$ cat src/rtl/itof_pipe.sv
// itof_pipe -- three-stage signed 32-bit integer to IEEE-754 single converter.
//
// Takes a two's-complement integer from the integer register read port and
// produces a single-precision value for FP register writeback. The result
// also feeds int->float->int round trips through the float-to-int stage.
//
// Ports:
//   clk        clock, all state updates on the rising edge
//   rst        asynchronous active-high reset
//   in_valid   input beat present
//   in_ready   block can take an input beat this cycle
//   x          signed integer operand
//   rm         rounding: 0 = toward zero, 1 = nearest with ties away from zero
//   out_valid  result present
//   out_ready  consumer accepts the result this cycle
//   y          single-precision result {sign, exp[7:0], mant[22:0]}
//   inexact    (ITOF_INEXACT_EN only) result lost nonzero bits before rounding
//
// Build option:
//   ITOF_INEXACT_EN  adds the inexact output, registered alongside y.
//
// Pipeline:
//   S1 captures sign and magnitude, S2 normalises, S3 rounds and packs.
//   The stall is global: every stage holds together when the output is
//   presented and not taken, so bubbles are not squeezed out.

module itof_pipe (
    input  logic        clk,
    input  logic        rst,
    input  logic        in_valid,
    output logic        in_ready,
    input  logic [31:0] x,
    input  logic        rm,
    output logic        out_valid,
    input  logic        out_ready,
`ifdef ITOF_INEXACT_EN
    output logic        inexact,
`endif
    output logic [31:0] y
);

    // Lowest normalised bit kept in S2. The sticky bits norm[6:0] only
    // matter for the inexact flag, so they are dropped when it is absent.
`ifdef ITOF_INEXACT_EN
    localparam int NormLsb = 0;
`else
    localparam int NormLsb = 7;
`endif
    localparam int NormW = 31 - NormLsb;

    logic                adv;

    logic                v1_q, v2_q, v3_q;

    logic                s1Sign_q;
    logic                s1Rm_q;
    logic [31:0]         s1Mag_q;
    logic [31:0]         s1Mag_d;

    logic [4:0]          lz_d;
    logic [7:0]          s2Exp_d;
    logic [30:NormLsb]   s2Norm_d;
    logic                s2Zero_d;

    logic                s2Sign_q;
    logic                s2Rm_q;
    logic                s2Zero_q;
    logic [7:0]          s2Exp_q;
    logic [30:NormLsb]   s2Norm_q;

    logic [23:0]         mantSum;
    logic [7:0]          expFinal;
    logic [31:0]         y_d;
    logic [31:0]         y_q;

    // One global advance: everything moves unless a result is being held.
    assign adv       = !v3_q || out_ready;
    assign in_ready  = adv;
    assign out_valid = v3_q;
    assign y         = y_q;

    // Magnitude of the operand; 0x80000000 negates to itself, which is the
    // correct unsigned magnitude 2^31.
    always_comb begin
        s1Mag_d = x[31] ? (~x + 32'd1) : x;
    end

    // Leading-zero count by scanning upward so the highest set bit wins.
    // A zero magnitude leaves lz at 31; the zero flag overrides the result.
    always_comb begin
        lz_d = 5'd31;
        for (int i = 0; i < 32; i++) begin
            if (s1Mag_q[i]) begin
                lz_d = 5'(31 - i);
            end
        end
    end

    // Normalise so the leading one sits at bit 31 (implicit, not stored),
    // and derive the biased exponent: 127 + (31 - lz).
    always_comb begin
        s2Norm_d = NormW'((s1Mag_q << lz_d) >> NormLsb);
        s2Exp_d  = 8'd158 - {3'd0, lz_d};
        s2Zero_d = (s1Mag_q == 32'd0);
    end

    // Round and pack. Only the guard bit decides rounding because ties go
    // away from zero. A carry out of an all-ones mantissa leaves the low 23
    // bits zero and bumps the exponent; the exponent cannot exceed 158.
    always_comb begin
        mantSum  = {1'b0, s2Norm_q[30:8]} + {23'd0, (s2Rm_q & s2Norm_q[7])};
        expFinal = s2Exp_q + {7'd0, mantSum[23]};
        y_d      = s2Zero_q ? 32'd0 : {s2Sign_q, expFinal, mantSum[22:0]};
    end

    // Valid bits and the output register are the only reset state. y only
    // reloads when a real beat enters S3, so it stays quiet across bubbles.
    always_ff @(posedge clk or posedge rst) begin
        if (rst) begin
            v1_q <= 1'b0;
            v2_q <= 1'b0;
            v3_q <= 1'b0;
            y_q  <= 32'd0;
        end else if (adv) begin
            v1_q <= in_valid;
            v2_q <= v1_q;
            v3_q <= v2_q;
            if (v2_q) begin
                y_q <= y_d;
            end
        end
    end

    // Datapath stage registers; no reset needed since the valid bits
    // qualify them.
    always_ff @(posedge clk) begin
        if (adv) begin
            s1Sign_q <= x[31];
            s1Rm_q   <= rm;
            s1Mag_q  <= s1Mag_d;
            s2Sign_q <= s1Sign_q;
            s2Rm_q   <= s1Rm_q;
            s2Zero_q <= s2Zero_d;
            s2Exp_q  <= s2Exp_d;
            s2Norm_q <= s2Norm_d;
        end
    end

`ifdef ITOF_INEXACT_EN
    logic inexact_d;
    logic inexact_q;

    // Inexact reflects bits discarded before rounding: guard or sticky.
    always_comb begin
        inexact_d = !s2Zero_q && (s2Norm_q[7] || (|s2Norm_q[6:0]));
    end

    // Registered with y so the flag always describes the presented result.
    always_ff @(posedge clk or posedge rst) begin
        if (rst) begin
            inexact_q <= 1'b0;
        end else if (adv && v2_q) begin
            inexact_q <= inexact_d;
        end
    end

    assign inexact = inexact_q;
`endif

endmodule
$ cat config.mk
export PLATFORM = sky130hd
export DESIGN_NAME = itof_pipe
export DESIGN_NICKNAME = d
export VERILOG_FILES = /design/src/rtl/itof_pipe.sv
export SDC_FILE = /design/constraint.sdc
export NUM_CORES = 1
export LEC_CHECK = 0
export ABC_AREA = 1
export CORE_UTILIZATION = 52
export DETAILED_ROUTE_END_ITERATION = 10
export GPL_TIMING_DRIVEN = 1
export MAX_ROUTING_LAYER = met4
export PLACE_DENSITY = 0.77
export SLEW_MARGIN = 30
export SYNTH_ARGS = -nofsm -noshare
export SYNTH_HDL_FRONTEND = slang
export SYNTH_SLANG_ARGS = --single-unit
$ cat constraint.sdc
create_clock -name clk -period 3.25 [get_ports clk]
set_input_delay 0.65 -clock clk [delete_from_list [all_inputs] [get_ports clk]]
set_output_delay 0.65 -clock clk [all_outputs]
set_load 0.005 [all_outputs]
# After elaboration in Yosys (flattened, before gate mapping)

Cells that the tools add are included.

Word-level logic and storage cells: 57
Memories: 0
ROM bits: 0
Flip-flop bits (word level): 104
Input bits: 37
RAM bits: 0
Bits in latches: 0

Div/mod/pow operators: 0
$mul: 0
Equality and inequality tests: 0
Mux-type cells: 33
Bitwise operators: 2
Add/sub/neg operators: 4
Magnitude comparators: 0
Shift operators: 1
Reductions and logical operators: 4

Operators with widths:

| kind                                            | number |
|---|---|
| two-way mux 5 bit                               | 30 |
| adder 32 x 1 -> 32 bit, second input constant   | 1 |
| logical NOT 32 bit                              | 1 |
| two-way mux 32 bit                              | 1 |
| inverter 32 bit                                 | 1 |
| << shifter 32 x 5 -> 31 bit                     | 1 |
| two-way mux 31 bit                              | 1 |
| adder 23 x 1 -> 24 bit                          | 1 |
| adder 8 x 1 -> 8 bit                            | 1 |
| subtractor 8 x 5 -> 8 bit, first input constant | 1 |
| AND reduction 2 bit                             | 1 |
| bitwise AND 1 bit                               | 1 |
| logical NOT 1 bit                               | 1 |
| logical OR 1 bit                                | 1 |
| two-way mux 1 bit                               | 1 |

# Logic depth before layout (Yosys ltp)

Depth in word-level cells: 32
Depth in mapped cells: 40

# Worst setup path before layout

Ideal clock, no wire load.

Kind: reg-to-reg
Start point: register s2Rm_q
End point: register y_q[28], in the netlist y[28]
Required time: 3.128 ns
Stages on the path, launching flop included: 31
Slack: -0.192 ns
Arrival: 3.320 ns
Period minus slack after synthesis: 3.442 ns
Path buffers: 0
Cells stage by stage: edfxtp_1 -> nand2_1 -> inv_1 -> ha_1 -> nand3_1 -> nor2_1 -> inv_1 -> nor2_1 -> inv_1 -> nor2_1 -> nand2_1 -> nor4_1 -> nand3_1 -> nor2_1 -> nand2_1 -> nor2_1 -> nand2_1 -> nor2_1 -> nand2_1 -> inv_1 -> nand2_1 -> nor2_1 -> nand3_1 -> nor2_1 -> ha_1 -> nand3_1 -> nor2_1 -> inv_1 -> nor3_1 -> inv_1 -> a32o_1

Longest elaborated chain between the ends: 4

Ends and longest elaborated chain:

| what                   | RTL line | RTL |
|---|---|---|
| start, declared        | 66       | `logic s2Rm_q;` |
| start signal, assigned | 142      | `s2Rm_q <= s1Rm_q;` |
| bitwise AND 1 bit      | 111      | `mantSum = {1'b0, s2Norm_q[30:8]} + {23'd0, (s2Rm_q & s2Norm_q[7])};` |
| adder 23 x 1 -> 24 bit | 111      |  |
| adder 8 x 1 -> 8 bit   | 112      | `expFinal = s2Exp_q + {7'd0, mantSum[23]};` |
| two-way mux 32 bit     | 113      | `y_d = s2Zero_q ? 32'd0 : {s2Sign_q, expFinal, mantSum[22:0]};` |
| end signal, assigned   | 129      | `y_q <= y_d;` |
| end, declared          | 74       | `logic [31:0] y_q;` |

Every way passes these cells.
A chain may end at the register's enable or synchronous reset.

# Final worst setup path

Start point: register s2Norm_q[7] in the netlist's numbering
End point: register y_q[28], in the netlist y[28]

Longest elaborated chain between the ends: 4

Ends and longest elaborated chain:

| what                   | RTL line | RTL |
|---|---|---|
| start, declared        | 69       | `logic [30:NormLsb] s2Norm_q;` |
| start signal, assigned | 145      | `s2Norm_q <= s2Norm_d;` |
| bitwise AND 1 bit      | 111      |  |
| adder 23 x 1 -> 24 bit | 111      |  |
| adder 8 x 1 -> 8 bit   | 112      |  |
| two-way mux 32 bit     | 113      |  |

Every way passes these cells.

==> impl_metrics.ini <==
[synthesis]
synth_area_leaders = edfxtp_1 (31%), nand3_1 (14%), dfrtp_1 (13%), nand2_1 (13%), inv_1 (5.5%)
yosysSeqAreaShare_pct = 43.7
synth_simple_gate_area_share_pct = 36.0
ys_ff_latch = 104
synth_cell_types = 36
synth_top_family_by_area = simple AND/OR/NAND/NOR gates
syn_area_per_cell_sq_um = 7.57
synth_adder_area_share_pct = 1.11
synthArstFlopShare_pct = 33.7
synth_xor_area_share_pct = 4.29
synthMuxAreaShare_pct = 0
yosysTopAreaCellShare_pct = 30.7
synth_area_sq_um = 6740
synth_ff_type = edfxtp_1
synth_commonest_cells = nand2_1 (233), nand3_1 (184), inv_1 (99)
synth_compound_area_share_pct = 6.29
yosysWarnings = 0
syn_nets = 933
syn_inst = 890
synth-edff-count = 69
netlist.top_cell.by_area = edfxtp_1
yosysMostFrequentCell = nand2_1

[cts]
clk_pin_slew_worst_paths_ns = 0.07
clk_latency_ns = 0.36
clockBufferDepth = 2
clock_sinks = 104
cts_tree = done
cts_max_level = 3
cts-root-buf = clkbuf_16
cts_hold_buf = 0
numCtsBuffers = 9

[run]
cap_viol_max_count = 0

[routing]
first_pass_iters = 8
vias_per_cell = 5.76
detail_route.wl_per_cell_um = 17.2
dr_total_vias = 7073
drc = 0
routed_wirelength_um = 21100
drtIter0Drc = 894
ant_nets = 0

[setup_path]
worstSetupPathType = reg -> reg
worstSetupEndpointType = flip-flop
crit_family = simple AND/OR/NAND/NOR gates
critPathMaxStageDelay_ns = 0.32
critPathSlowestCell = edfxtp_1
path_max_fanout = 3
reg2reg_slack_ns = -0.51
reg2reg_depth = 30
critPathArrivalTime_ns = 4.00
worst-path-buf-inv = 6
crit_path_start_kind = flip-flop
r2r-start = s2Norm_q[7]
worstPathRequired_ns = 3.50
crit_path_frequent_cell = nor2_2
r2r-end = y[28]

[finish]
num-fill-cells = 801
drive_above_1_share_pct = 35.8
final-seq-area_sq_um = 2950
area_growth_pct = 50.4
fin_util_pct = 80.3
fin_nets = 1094
n_antenna_cell = 0
multi_input_area_sq_um = 4530

[floorplan]
die_h_um = 116
start_util_pct = 53.4
die_w_um = 116
coreArea_sq_um = 12600
dieArea_sq_um = 13400
ios = 71
rows = 41

[min_path]
holdPathStages = 0
holdPathEnd = s2Sign_q
hold_start = s1Sign_q
min_path_type = reg -> reg

[place]
gp_congestion = 0.955
dp_slack_ns = -0.584
io_buffers = 70
hpwl_um = 11500

[sta]
fin_skew_ns = 0.00715
holdWs_ns = 0.423
setup_viol = 30
slew_headroom_pct = 50.5
slew_violations = 0
rsz0062_at_grt = yes
setup-tns-final_ns = -4.07
worstMarginPinSlew_ns = 0.735
finalCritPeriodShare_pct = 116
fmax_mhz = 266
setup_slack_ns = -0.508
min_period_ns = 3.76
hold_violations = 0

[pwr]
power_density_nw_per_um2 = 704
ir_worst_vdd_uv = 366
leakage_nw = 4.49

[global_routing]
antenna_found_initial = 0
grt_use_total_pct = 27.6
grt.overflow.total = 0
grt_pass1_wl_um = 27800
grt_start_max_net_pins = 73
grt_pass1_vias = 6016

[outcome]
status = finished, violations left
violations = negative setup slack
## layer usage
layer	wire length, um	GRT usage [%]	vias to the layer above
met5	0	-	-
met4	1030	13.1	0
met3	1240	3.92	99
met2	10900	47.4	369
met1	7990	31.9	3302
li1	-	-	3303
## registers in the layout (all words and copies together) (netlist names)
signal / count
s2Sign_q: 1
y: 32
s2Exp_q: 8
s2Zero_q: 1
v2_q: 1
out_valid: 1
s1Mag_q: 32
s2Norm_q: 24
s1Sign_q: 1
s1Rm_q: 1
s2Rm_q: 1
v1_q: 1
## cells in the final DEF, fill, tap and decap left out, drive strengths merged, types with 2 or more instances in the layout
cell	n
o31ai	6
clkbuf	14
nand2	247
xor2	16
or2	3
clkdlybuf4s50	64
o21ai	32
a21oi	10
nor2	81
nand3	191
nor4	6
nor3	14
buf	109
nand4	4
inv	104
a22o	6
xnor2	17
ha	6
dfrtp	35
dlymetal6s2s	6
edfxtp	69
a32o	9
clkinv	2
## repair_timing
item | 4_1_cts | 5_1_grt
hold endpoints to repair | 0 | 0
pin swaps | 4 | 124
cloned | 0 | 5
buffers inserted | 38 | 21
gates resized for setup | 27 | 279
endpoints found under the setup margin | 8 | 49
## worst max path at each step
stage | slack (ns) | startpoint | cells past startpoint | end
3_5_place_dp | -0.58 | s2Norm_q[7] | 30 | y[29]
3_3_place_gp | -0.40 | s2Rm_q | 30 | y[28]
5_1_grt | -0.80 | s2Norm_q[7] | 30 | y[28]
6_report | -0.51 | s2Norm_q[7] | 30 | y[28]
4_1_cts | -0.29 | s2Norm_q[7] | 30 | y[28]
2_1_floorplan | -0.06 | s2Rm_q | 29 | y[29]
## where the power goes
part	internal [W]	switching, W
clock network	0.000674	0.000497
registers	0.00200	0.000370
logic	0.00149	0.00211
total	0.00417	0.00298
## layout make-up
cell class | instances | area share, %
Clock buffer | 12 | 2.64
Clock inverter | 4 | 0.555
Inverter | 104 | 3.89
Multi-Input combinational cell | 651 | 44.7
Sequential cell | 104 | 29.1
Tap cell | 172 | 2.12
Timing Repair Buffer | 181 | 17.0
## kinds of logic after synthesis
family,after synthesis
AO/OA/AOI/OAI,66
flip-flops,104
XOR/XNOR,33
adder cells (fa/ha/maj),6
buffers and inverters,137
AND/OR/NAND/NOR,544
## metrics by stage
stage	instance area, sq um	total power (W)	instances
finish	10100	0.00714	1228
global route	10100	0.00750	1228
CTS	8700	0.00605	1215
detailed placement	7990	0.00483	1161
global placement	7990	0.00478	1161
floorplan	6770	0.00388	890
No activity file was read; power rests on OpenSTA's default activity.
